**config.mk**
```make
export PLATFORM = sky130hd
export DESIGN_NAME = seven_segment_scan_driver
export DESIGN_NICKNAME = d
export VERILOG_FILES = /design/src/rtl/seven_segment_scan_driver.sv
export SDC_FILE = /design/constraint.sdc
export NUM_CORES = 1
export LEC_CHECK = 0
export ABC_AREA = 1
export BUFFER_PORTS_ARGS = -buffer_cell sky130_fd_sc_hd__buf_2
export CORE_MARGIN = 2
export CORE_UTILIZATION = 48
export CTS_BUF_LIST = sky130_fd_sc_hd__clkbuf_8 sky130_fd_sc_hd__clkbuf_16
export DETAILED_ROUTE_END_ITERATION = 16
export GPL_TIMING_DRIVEN = 0
export PLACE_DENSITY = 0.69
export SLEW_MARGIN = 15
export SYNTH_ARGS = -nofsm -noshare
export SYNTH_HDL_FRONTEND = slang
export SYNTH_SLANG_ARGS = --single-unit
```
**constraint.sdc**
```tcl
create_clock -name clk -period 1.84 [get_ports clk]
set_input_delay 0.276 -clock clk [delete_from_list [all_inputs] [get_ports clk]]
set_output_delay 0.276 -clock clk [all_outputs]
set_load 0.03 [all_outputs]
```
**src/rtl/seven_segment_scan_driver.sv**
```systemverilog
// Four-digit multiplexed seven-segment scan driver: walks digits 0..3 with a fixed dwell,
// double-buffers the displayed value so a frame never mixes old and new digits.
module seven_segment_scan_driver #(
  parameter int unsigned TICK_DIV = 50000
) (
  input  logic        clk,
  input  logic        rst_n,
  input  logic        enable,
  input  logic [15:0] value_in,
  input  logic        load,
  input  logic        blank_lz,
  output logic [3:0]  digit_nibble,
  output logic [3:0]  digit_sel,
  output logic        digit_blank,
  output logic        frame_done
);

  localparam int CNT_W = (TICK_DIV > 2) ? $clog2(TICK_DIV) : 1;
  localparam logic [CNT_W-1:0] CNT_LAST = CNT_W'(TICK_DIV - 1);

  localparam logic [2:0] S_IDLE = 3'd0;
  localparam logic [2:0] S_D0   = 3'd1;
  localparam logic [2:0] S_D1   = 3'd2;
  localparam logic [2:0] S_D2   = 3'd3;
  localparam logic [2:0] S_D3   = 3'd4;

  logic [2:0]       state_q, state_d;
  logic [CNT_W-1:0] cnt_q, cnt_d;
  logic [15:0]      shadow_q, shadow_d;
  logic [15:0]      pending_q, pending_d;
  logic             pending_valid_q, pending_valid_d;
  logic [3:0]       digit_sel_q, digit_sel_d;
  logic [3:0]       digit_nibble_q, digit_nibble_d;
  logic             digit_blank_q, digit_blank_d;
  logic             frame_done_q, frame_done_d;

  logic       scanning;
  logic       tick;
  logic       boundary;
  logic [1:0] cur_idx;
  logic [3:0] lz_blank;

  assign scanning = (state_q != S_IDLE);
  assign tick     = scanning && (cnt_q == CNT_LAST);
  assign boundary = enable && tick && (state_q == S_D3);
  assign cur_idx  = 2'(state_q - S_D0);

  // Value buffering: IDLE and frame boundaries update the shadow, anything else parks in pending.
  always_comb begin
    shadow_d        = shadow_q;
    pending_d       = pending_q;
    pending_valid_d = pending_valid_q;
    if (!scanning || boundary) begin
      if (load) begin
        shadow_d        = value_in;
        pending_valid_d = 1'b0;
      end else if (pending_valid_q) begin
        shadow_d        = pending_q;
        pending_valid_d = 1'b0;
      end
    end else if (load) begin
      pending_d       = value_in;
      pending_valid_d = 1'b1;
    end
  end

  // Leading-zero blanking of the value about to be shown; digit 0 always stays lit.
  generate
    for (genvar gi = 0; gi < 4; gi++) begin : g_blank
      if (gi == 0) begin : g_d0
        assign lz_blank[gi] = 1'b0;
      end else begin : g_dn
        assign lz_blank[gi] = blank_lz && (shadow_d[15:4*gi] == '0);
      end
    end
  endgenerate

  always_comb begin
    logic       enter;
    logic [1:0] next_idx;
    state_d        = state_q;
    cnt_d          = cnt_q;
    digit_sel_d    = digit_sel_q;
    digit_nibble_d = digit_nibble_q;
    digit_blank_d  = digit_blank_q;
    frame_done_d   = 1'b0;
    enter          = 1'b0;
    next_idx       = 2'd0;

    if (!enable) begin
      state_d        = S_IDLE;
      cnt_d          = '0;
      digit_sel_d    = 4'b0000;
      digit_nibble_d = 4'h0;
      digit_blank_d  = 1'b0;
    end else if (!scanning) begin
      state_d  = S_D0;
      cnt_d    = '0;
      enter    = 1'b1;
      next_idx = 2'd0;
    end else if (tick) begin
      next_idx     = cur_idx + 2'd1;
      state_d      = 3'(S_D0 + {1'b0, next_idx});
      cnt_d        = '0;
      enter        = 1'b1;
      frame_done_d = (state_q == S_D3);
    end else begin
      cnt_d = cnt_q + 1'b1;
    end

    if (enter) begin
      digit_sel_d    = 4'b0001 << next_idx;
      digit_nibble_d = shadow_d[4*next_idx +: 4];
      digit_blank_d  = lz_blank[next_idx];
    end
  end

  always_ff @(posedge clk or negedge rst_n) begin
    if (!rst_n) begin
      state_q         <= S_IDLE;
      cnt_q           <= '0;
      shadow_q        <= '0;
      pending_q       <= '0;
      pending_valid_q <= 1'b0;
      digit_sel_q     <= 4'b0000;
      digit_nibble_q  <= 4'h0;
      digit_blank_q   <= 1'b0;
      frame_done_q    <= 1'b0;
    end else begin
      state_q         <= state_d;
      cnt_q           <= cnt_d;
      shadow_q        <= shadow_d;
      pending_q       <= pending_d;
      pending_valid_q <= pending_valid_d;
      digit_sel_q     <= digit_sel_d;
      digit_nibble_q  <= digit_nibble_d;
      digit_blank_q   <= digit_blank_d;
      frame_done_q    <= frame_done_d;
    end
  end

  assign digit_sel    = digit_sel_q;
  assign digit_nibble = digit_nibble_q;
  assign digit_blank  = digit_blank_q;
  assign frame_done   = frame_done_q;

endmodule
```
After elaboration in Yosys (flattened, before gate mapping)
Index checks and enable logic that the tools add are counted.
{ "word_totals": {"register_bits": 62, "input_bits": 21, "out_inout_bits": 10} }
{ "classes": {"addsub": 4, "order_cmp": 1, "eq_ne": 4, "n_shift": 2, "muxes": 27, "n_bitwise": 1, "n_reduce_logical": 14} }
{ "op_table": {"columns": ["cell", "count"], "rows": [
  ["$mux W16", 6],
  ["$add A16 B1 Y16 const B", 1],
  ["$eq A16 B16 Y1 const B", 1],
  ["$shiftx A16 B5 Y4", 1],
  ["$logic_not A12 Y1", 1],
  ["$mux W4", 3],
  ["$mux W1", 11],
  ["$mux W3", 3],
  ["$logic_not A8 Y1", 1],
  ["$logic_and A1 B1 Y1", 6],
  ["$mux W2", 3],
  ["$logic_not A4 Y1", 1],
  ["$shl A1 B2 Y4 const A", 1],
  ["$add A1 B2 Y3 const A", 1],
  ["$eq A3 B3 Y1 const B", 1],
  ["$lt A2 B3 Y1 const B", 1],
  ["$ne A3 B2 Y1 const B", 1],
  ["$reduce_bool A3 Y1", 1],
  ["$add A2 B1 Y2 const B", 1],
  ["$bmux W1 S2", 1],
  ["$ne A2 B1 Y1 const B", 1],
  ["$reduce_and A2 Y1", 1],
  ["$reduce_bool A2 Y1", 1],
  ["$sub A2 B1 Y2 const B", 1],
  ["3 further kinds", 3]
]} }

Logic depth before layout (Yosys ltp)
Gate-level depths: netlist of the first run.
{ "depth": {"ltp_word": 11, "depth_mapped": 15} }

Worst setup path before layout of the first run
Ideal clock, no wire load.
{ "synth_timing": {"path_type": "flip-flop to flip-flop", "start": "register state_q[1]", "end": "register pending_q[13]", "setup_ps": 127, "arrival_time_ps": 1684, "slack_ps": 29, "path_stages_with_launch": 11, "period_less_slack_ps": 1811, "cell_sequence": "dfrtp_1 > inv_1 > ha_1 > inv_1 > nor3_2 > nand3_4 > nand2_4 > inv_1 > nand2_2 > buf_4 > mux2_1"} }
{ "synth_via": {"elab_chain_cells": 7, "elab_cells_between_ends": 9, "classes_between": "eq/ne: 1; bitwise: 1; reduce/logical: 7"} }
{ "synth_lines": {"columns": ["item", "line", "source"], "rows": [
  ["start, declared", "27", "logic [2:0] state_q, state_d;"],
  ["start signal, assigned", "130", "state_q <= state_d;"],
  ["$reduce_bool A3 Y1", "43", "assign scanning = (state_q != S_IDLE);"],
  ["$logic_and A1 B1 Y1", "44", "assign tick = scanning && (cnt_q == CNT_LAST);"],
  ["$logic_and A1 B1 Y1 (2 in series)", "45", "assign boundary = enable && tick && (state_q == S_D3);"],
  ["$logic_or A1 B1 Y1 *", "53", "if (!scanning || boundary) begin"],
  ["$not A1 Y1 (no source line) *", null, null],
  ["$reduce_and A2 Y1 (no source line) *", null, null],
  ["end signal, assigned", "133", "pending_q <= pending_d;"],
  ["end, declared", "30", "logic [15:0] pending_q, pending_d;"]
]} }
Mark *: on every way between the ends. The rest lies on a longest branch, timed or not.
A chain may end at the register's enable or synchronous reset.

Worst setup path after layout of the first run
{ "layout_timing": {"start": "register state_q[0]", "end": "register digit_nibble_q[3], in the netlist digit_nibble[3]"} }
{ "layout_via": {"elab_chain_cells": 8, "elab_cells_between_ends": 19, "classes_between": "add/sub: 2; eq/ne: 2; shift: 1; mux: 8; reduce/logical: 6"} }
{ "layout_lines": {"columns": ["item", "line", "source"], "rows": [
  ["$reduce_bool A3 Y1", "43", null],
  ["$logic_and A1 B1 Y1", "44", null],
  ["$logic_and A1 B1 Y1 (2 in series)", "45", null],
  ["$logic_or A1 B1 Y1 *", "53", null],
  ["$mux W16 *", "53", null],
  ["net shadow_d[11]", "29", "logic [15:0] shadow_q, shadow_d;"],
  ["$shiftx A16 B5 Y4 *", "113", "digit_nibble_d = shadow_d[4*next_idx +: 4];"],
  ["$mux W4 *", "111", "if (enter) begin"],
  ["end signal, assigned", "136", "digit_nibble_q <= digit_nibble_d;"],
  ["end, declared", "33", "logic [3:0] digit_nibble_q, digit_nibble_d;"]
]} }
Mark *: on every way through the listed nets, which the timed path passes. The rest lies on a longest branch.

==> results of run 1 <==
-- cell usage after synthesis (2+ instances only) --
master / number
a21oi_1: 7
inv_2: 4
nand3_2: 6
o211ai_1: 5
nand2_1: 126
o21ai_0: 35
mux2_1: 2
o21ai_2: 3
inv_1: 47
o21ai_1: 5
nand3_1: 14
dfrtp_1: 62
nor3_2: 2
ha_1: 3
nand4_1: 5
nor3_1: 5
a211oi_1: 3
nor2_1: 30
nor2_4: 5
nand2_4: 4
clkbuf_1: 4
buf_2: 3
buf_6: 2
nand2_2: 23
nor2_2: 6
-- critical path: cells and delay by family (launching register included) --
family          cells  cell delay [ns]
fa+ha+maj           1             0.15
buf+inv             3             0.31
simple gates        7             0.72
flops               1             0.40
compound gates      1             0.15
-- sequential cells by signal, summed over array words and instances (netlist names), 3 cells and up --
name,flops
shadow_q,16
pending_q,16
cnt_q,16
digit_sel,4
digit_nibble,4
state_q,3
-- power by group --
group / total (mW) / switching [mW] / internal (mW)
Sequential: 2.03 / 0.245 / 1.79
Combinational: 2.62 / 1.56 / 1.06
Clock: 1.00 / 0.536 / 0.465
-- cell type report --
class,instances,area share
Timing Repair Buffer,54,0.0917
Inverter,54,0.0507
Clock buffer,9,0.0290
Buffer,12,0.0267
Multi-Input combinational cell,297,0.402
Clock inverter,6,0.00733
Tap cell,96,0.0281
Sequential cell,62,0.365
-- metal layers --
layer | wire [microns] | up-vias
li1 | - | 1477
met1 | 3510 | 1370
met2 | 4240 | 69
met3 | 363 | 12
met4 | 99 | 0
met5 | 0 | -
-- worst paths after layout --
kind / startpoint / end / slack [ns] / cells past startpoint
max in group asynchronous: rst_n / cnt_q[2]$_DFF_PN0_ / 1.29 / 1
min in group clk: value_in[13] / pending_q[13]$_DFFE_PN0P_ / 0.17 / 2
worst max register to register: state_q[0]$_DFFE_PN0P_ / digit_nibble[3]$_DFFE_PN0P_ / 0.002 / 12
worst max-delay path: state_q[0]$_DFFE_PN0P_ / digit_nibble[3]$_DFFE_PN0P_ / 0.002 / 12
worst min-delay path: rst_n / pending_q[7]$_DFFE_PN0P_ / 0.001 / 1
worst min register to register: digit_nibble[1]$_DFFE_PN0P_ / digit_nibble[1]$_DFFE_PN0P_ / 0.47 / 2
-- cells by family (layout without fill, tap and decap cells) --
logic type               Yosys count  count (layout)  synth area share
flip-flops                        62              62             0.458
XOR/XNOR                           1               1           0.00259
buffers and inverters             66             135            0.0905
AO/OA/AOI/OAI                     63              63             0.107
AND/OR/NAND/NOR                  228             228             0.324
adder cells (fa/ha/maj)            3               3            0.0111
multiplexers                       2               2           0.00665
-- what timing repair did --
item,CTS,global route
gates cloned,1,2
buffers inserted,9,12
gates resized for setup,21,43
endpoints found under the hold margin,0,0
pin swaps,8,17
endpoints found under the setup margin,33,34
==> impl_metrics.yaml, run 1 <==
floorplanning:
  io_pins: 31
  die_area_sq_um: 7740
  start_util: 0.499
  core_area_sq_um: 6790
  rows: 30
  die_w_microns: 88
  die_h_microns: 88
cts:
  holdBufCountCts: 0
  cts-root-buf: "clkbuf_8"
  numCtsBuffers: 9
  cts_buffer_depth: 2
  htreeDepth: 3
  clkLatencyLatePin_ns: 0.36
  numClockSinks: 62
  clk_pin_slew_ns: 0.07
  cts_tree: "yes"
pwr:
  ir_drop_mv: 0.680
  power_mw: 5.66
  power_density_nw_per_um2: 1330
  leakage_nw: 2.10
routing:
  via_per_inst: 4.96
  drt-total-wl_mm: 8.21
  drc: 0
  dr.pass1.iters: 4
  dr.first_iter.drc_count: 125
  vias: 2928
  wl_per_cell_microns: 13.9
  detail-route-antenna-nets: 0
synthesis:
  yosys_warnings: 0
  avgSynthCellArea_sq_um: 7.97
  synth_cells: 425
  synth_area_sq_um: 3390
  yosysUniqueCellTypes: 39
  yosys-top-cells-area: "dfrtp_1 (46%), nand2_1 (14%), inv_1 (5.2%)"
  syn_nets: 449
  synth_top_area_frac: 0.458
  synthArstFlopShare: 1.00
  synth_flop_cell: "dfrtp_1"
  ys_ff_latch: 62
  seq_area_frac_synth: 0.458
  synth_edf_count: 0
  synth_top_cell_by_area: "dfrtp_1"
sta:
  fin_ws_ns: 0.00207
  fin_skew_ns: 0.0113
  relSlewSlack: 0.483
  fin_setup_tns_ns: 0
  fin_crit_sh: 0.999
  setup_viol: 0
  rsz0062_at_grt: "true"
  slew_violations: 0
  final-hold-violation-count: 0
  whs_ns: 0.00102
  worst_pin_slew_ns: 0.775
  fin_crit_ns: 1.84
  fmax_mhz: 544
flow_run:
  cap_violations: 0
grt:
  grt_first_pass_wirelength_mm: 12.9
  overflow: 0
  met2_usage: 0.376
  grtUsageMet3: 0.0575
  grt_max_degree: 63
  grt_pass1_vias: 2864
  busiest_layer: "met2"
  grt_usage: 0.220
  antenna_found_initial: 0
  gr-usage-met1: 0.268
setup_path:
  arrival_ns: 2.08
  crit_slowest_cell: "dfrtp_1"
  path_common_cell: "nand2_1"
  critical_path.max_stage_delay_ns: 0.40
  required_ns: 2.08
  startpoint_type: "flop"
  crit_chain: "inv_2 -> ha_4 -> inv_4 -> nor3_4 -> nand3_4 -> buf_8 -> nand3_1 -> nand2_2 -> nand2_1 -> nand2_1 -> o21ai_2 -> nand2_1"
  worstSetupPathType: "reg2reg"
  cp_max_fo: 5
  worstSetupEndpointType: "flop"
place:
  place.gp.congestion: 0.823
  dp_slack_ns: -0.238
  place_hpwl_mm: 5.42
  port_buffers: 30
  placed_area_sq_um: 3660
  place_inst: 551
layout:
  n_antenna_cell: 0
  final_area_sq_um: 4270
  fin_util: 0.628
  mostFrequentLayoutCell: "nand2_1"
  drive_above_1_share: 0.350
  area_delta_synth_final_pct: 26.0
  layout_common_cells: "nand2_1 (120), dfrtp_1 (58), inv_1 (42), o21ai_0 (35), buf_2 (30)"
  stdcell_count: 590
  area.sequential_sq_um: 1560
  final_nets: 514
  final.fill_count: 581
  multi_input_area_sq_um: 1720
outcome:
  status: "finished clean"
worst_hold_path:
  min_path_type: "in2async"
Note: power is estimated with default switching activity, not from simulation.
==> run 2: changes to the inputs <==
--- a/config.mk
+++ b/config.mk
@@ -7,6 +7,7 @@
 export LEC_CHECK = 0
 export ABC_AREA = 1
 export BUFFER_PORTS_ARGS = -buffer_cell sky130_fd_sc_hd__buf_2
+export CORE_ASPECT_RATIO = 1.2
 export CORE_MARGIN = 2
 export CORE_UTILIZATION = 48
 export CTS_BUF_LIST = sky130_fd_sc_hd__clkbuf_8 sky130_fd_sc_hd__clkbuf_16
==> run 2 against run 1 <==
The run now ends with negative hold slack, negative setup slack left. Wire length rose by 4.9%. Sequential power hardly changed. Fmax fell by 0.96%. Worst setup slack worse by 0.018 ns. Clock skew fell by 0.0024 ns. Clock-buffer cell count up 2. Critical path depth unchanged. Cell count shrank 1.0%. Combinational power rose by 6%. Core utilization grew 0.23 points. Hold slack worse by 0.017 ns. Sequential share of layout area is 0.42 points lower.
==> impl_metrics.yaml, run 2 (synthesis results as in run 1) <==
worst_hold_path:
  min_path_type: "in2async"
cts:
  clk_pin_slew_ns: 0.07
  cts_tree: "yes"
  htreeDepth: 3
  holdBufCountCts: 0
  numClockSinks: 62
  clkLatencyLatePin_ns: 0.35
  cts_buffer_depth: 2
  cts-root-buf: "clkbuf_8"
  numCtsBuffers: 9
setup_path:
  arrival_ns: 2.14
  crit_start: "cnt_q[1]$_DFF_PN0_"
  cp_max_fo: 5
  rr_startpoint: "cnt_q[1]$_DFF_PN0_"
  startpoint_type: "flop"
  worstSetupEndpointType: "flop"
  crit_buf_inv: 1
  required_ns: 2.13
  critical_path.max_stage_delay_ns: 0.40
  crit_family: "simple AND/OR/NAND/NOR gates"
  worstSetupPathType: "reg2reg"
  crit_slowest_cell: "dfrtp_1"
  crit_chain: "ha_4 -> nand3_4 -> nor2_4 -> nand3_4 -> nand2_8 -> buf_16 -> nand2_4 -> nand2_4 -> nand3_2 -> nor2_2 -> nand3_2 -> nand2_1"
sta:
  setup_viol: 1
  fin_ws_ns: -0.0157
  fin_skew_ns: 0.00888
  fin_setup_tns_ns: -0.0157
  fin_crit_ns: 1.86
  fmax_mhz: 539
  whs_ns: -0.0158
  final-hold-violation-count: 5
  rsz0062_at_grt: "true"
  relSlewSlack: 0.469
  fin_crit_sh: 1.01
  slew_violations: 0
  worst_pin_slew_ns: 0.797
grt:
  grt_max_degree: 63
  grt_pass1_vias: 3034
  overflow: 0
  grt_usage: 0.239
  grt_first_pass_wirelength_mm: 13.9
  antenna_found_initial: 0
routing:
  detail-route-antenna-nets: 0
  dr.first_iter.drc_count: 124
  top_layer_used: "met4"
  wl_per_cell_microns: 14.7
  drt-total-wl_mm: 8.61
  via_per_inst: 5.15
  dr.pass1.iters: 4
  drc: 0
  wl_met3_microns: 302
  m1WireLength_mm: 3.48
  met2WireLength_mm: 4.54
  vias: 3009
pwr:
  internal_power_mw: 3.59
  clkPwrFrac: 0.203
  power_mw: 6.06
  seqPwrFrac: 0.339
  p_sw_mw: 2.47
  power_frac_comb: 0.458
  leakage_nw: 2.13
  power_density_nw_per_um2: 1400
  switching_share: 0.408
  ir_drop_mv: 0.847
outcome:
  violations: "negative hold slack, negative setup slack"
  status: "finished with violations"
layout:
  n_antenna_cell: 0
  final_area_sq_um: 4320
  drive_above_1_share: 0.354
  layout_common_cells: "nand2_1 (118), dfrtp_1 (57), inv_1 (43), o21ai_0 (35), buf_2 (29)"
  area_delta_synth_final_pct: 27.6
  fin_util: 0.631
  final_nets: 516
  mostFrequentLayoutCell: "nand2_1"
  top_regs: "cnt_q x16, pending_q x16, shadow_q x16"
floorplanning:
  rows: 33
  start_util: 0.494
  die_w_microns: 80.7
  die_area_sq_um: 7750
  die_h_microns: 96.0
  core_area_sq_um: 6850
  io_pins: 31
flow_run:
  cap_violations: 0
place:
  port_buffers: 30
  placed_area_sq_um: 3650
  place_hpwl_mm: 5.42
  place.gp.congestion: 0.848
==> run 2: final timing paths <==
check	end	slack, ns	cells after the start
max reg2reg	digit_blank$_DFFE_PN0P_	-0.02	12
min in group clk	pending_q[13]$_DFFE_PN0P_	0.15	2
min reg2reg	digit_blank$_DFFE_PN0P_	0.48	2
max in group asynchronous	cnt_q[0]$_DFF_PN0_	1.25	1
max	digit_blank$_DFFE_PN0P_	-0.02	12
min	pending_q[14]$_DFFE_PN0P_	-0.02	1
==> run 2: cell type report <==
class | instances | area (sq um)
buffer | 12 | 108
clock buffer | 11 | 151
clock inverter | 5 | 48.8
fill | 593 | 2530
inverter | 54 | 214
multi-input combinational | 297 | 1740
sequential | 62 | 1560
tap | 87 | 109
timing repair buffer | 56 | 399
==> run 2: power groups by stage <==
| stage | clock, mW | sequential (mW) | combinational (mW) |
|---|---|---|---|
| 6_report | 1.23 | 2.05 | 2.77 |
| 3_5_place_dp | 0 | 2.06 | 2.05 |
| 2_1_floorplan | 0 | 2.09 | 1.49 |
| 3_3_place_gp | 0 | 2.04 | 2.00 |
| 5_1_grt | 1.32 | 2.09 | 3.03 |
| 4_1_cts | 1.24 | 2.04 | 2.48 |
==> run 2: through the flow <==
step	cells	hold WS [ns]	setup WS, ns
after floorplan	425	-0.0196	0.0289
after global placement	542	0.446	-0.150
after detailed placement	542	0.411	-0.197
after CTS	573	0.0304	0.000517
after global routing	584	0.0706	-0.0829
final	584	-0.0158	-0.0157
==> run 2: per-layer routing <==
layer / vias to the layer above / global-route usage
met5: - / 0
li1: 1484 / -
met3: 21 / 0.0394
met2: 65 / 0.430
met4: 0 / 0.136
met1: 1439 / 0.266
==> run 2: repair_timing <==
item / CTS / global route
endpoints found under the setup margin: 29 / 33
gates resized for setup: 30 / 38
pin swaps: 13 / 24
endpoints found under the hold margin: 0 / 0
buffers inserted: 13 / 11
cloned: 2 / 0
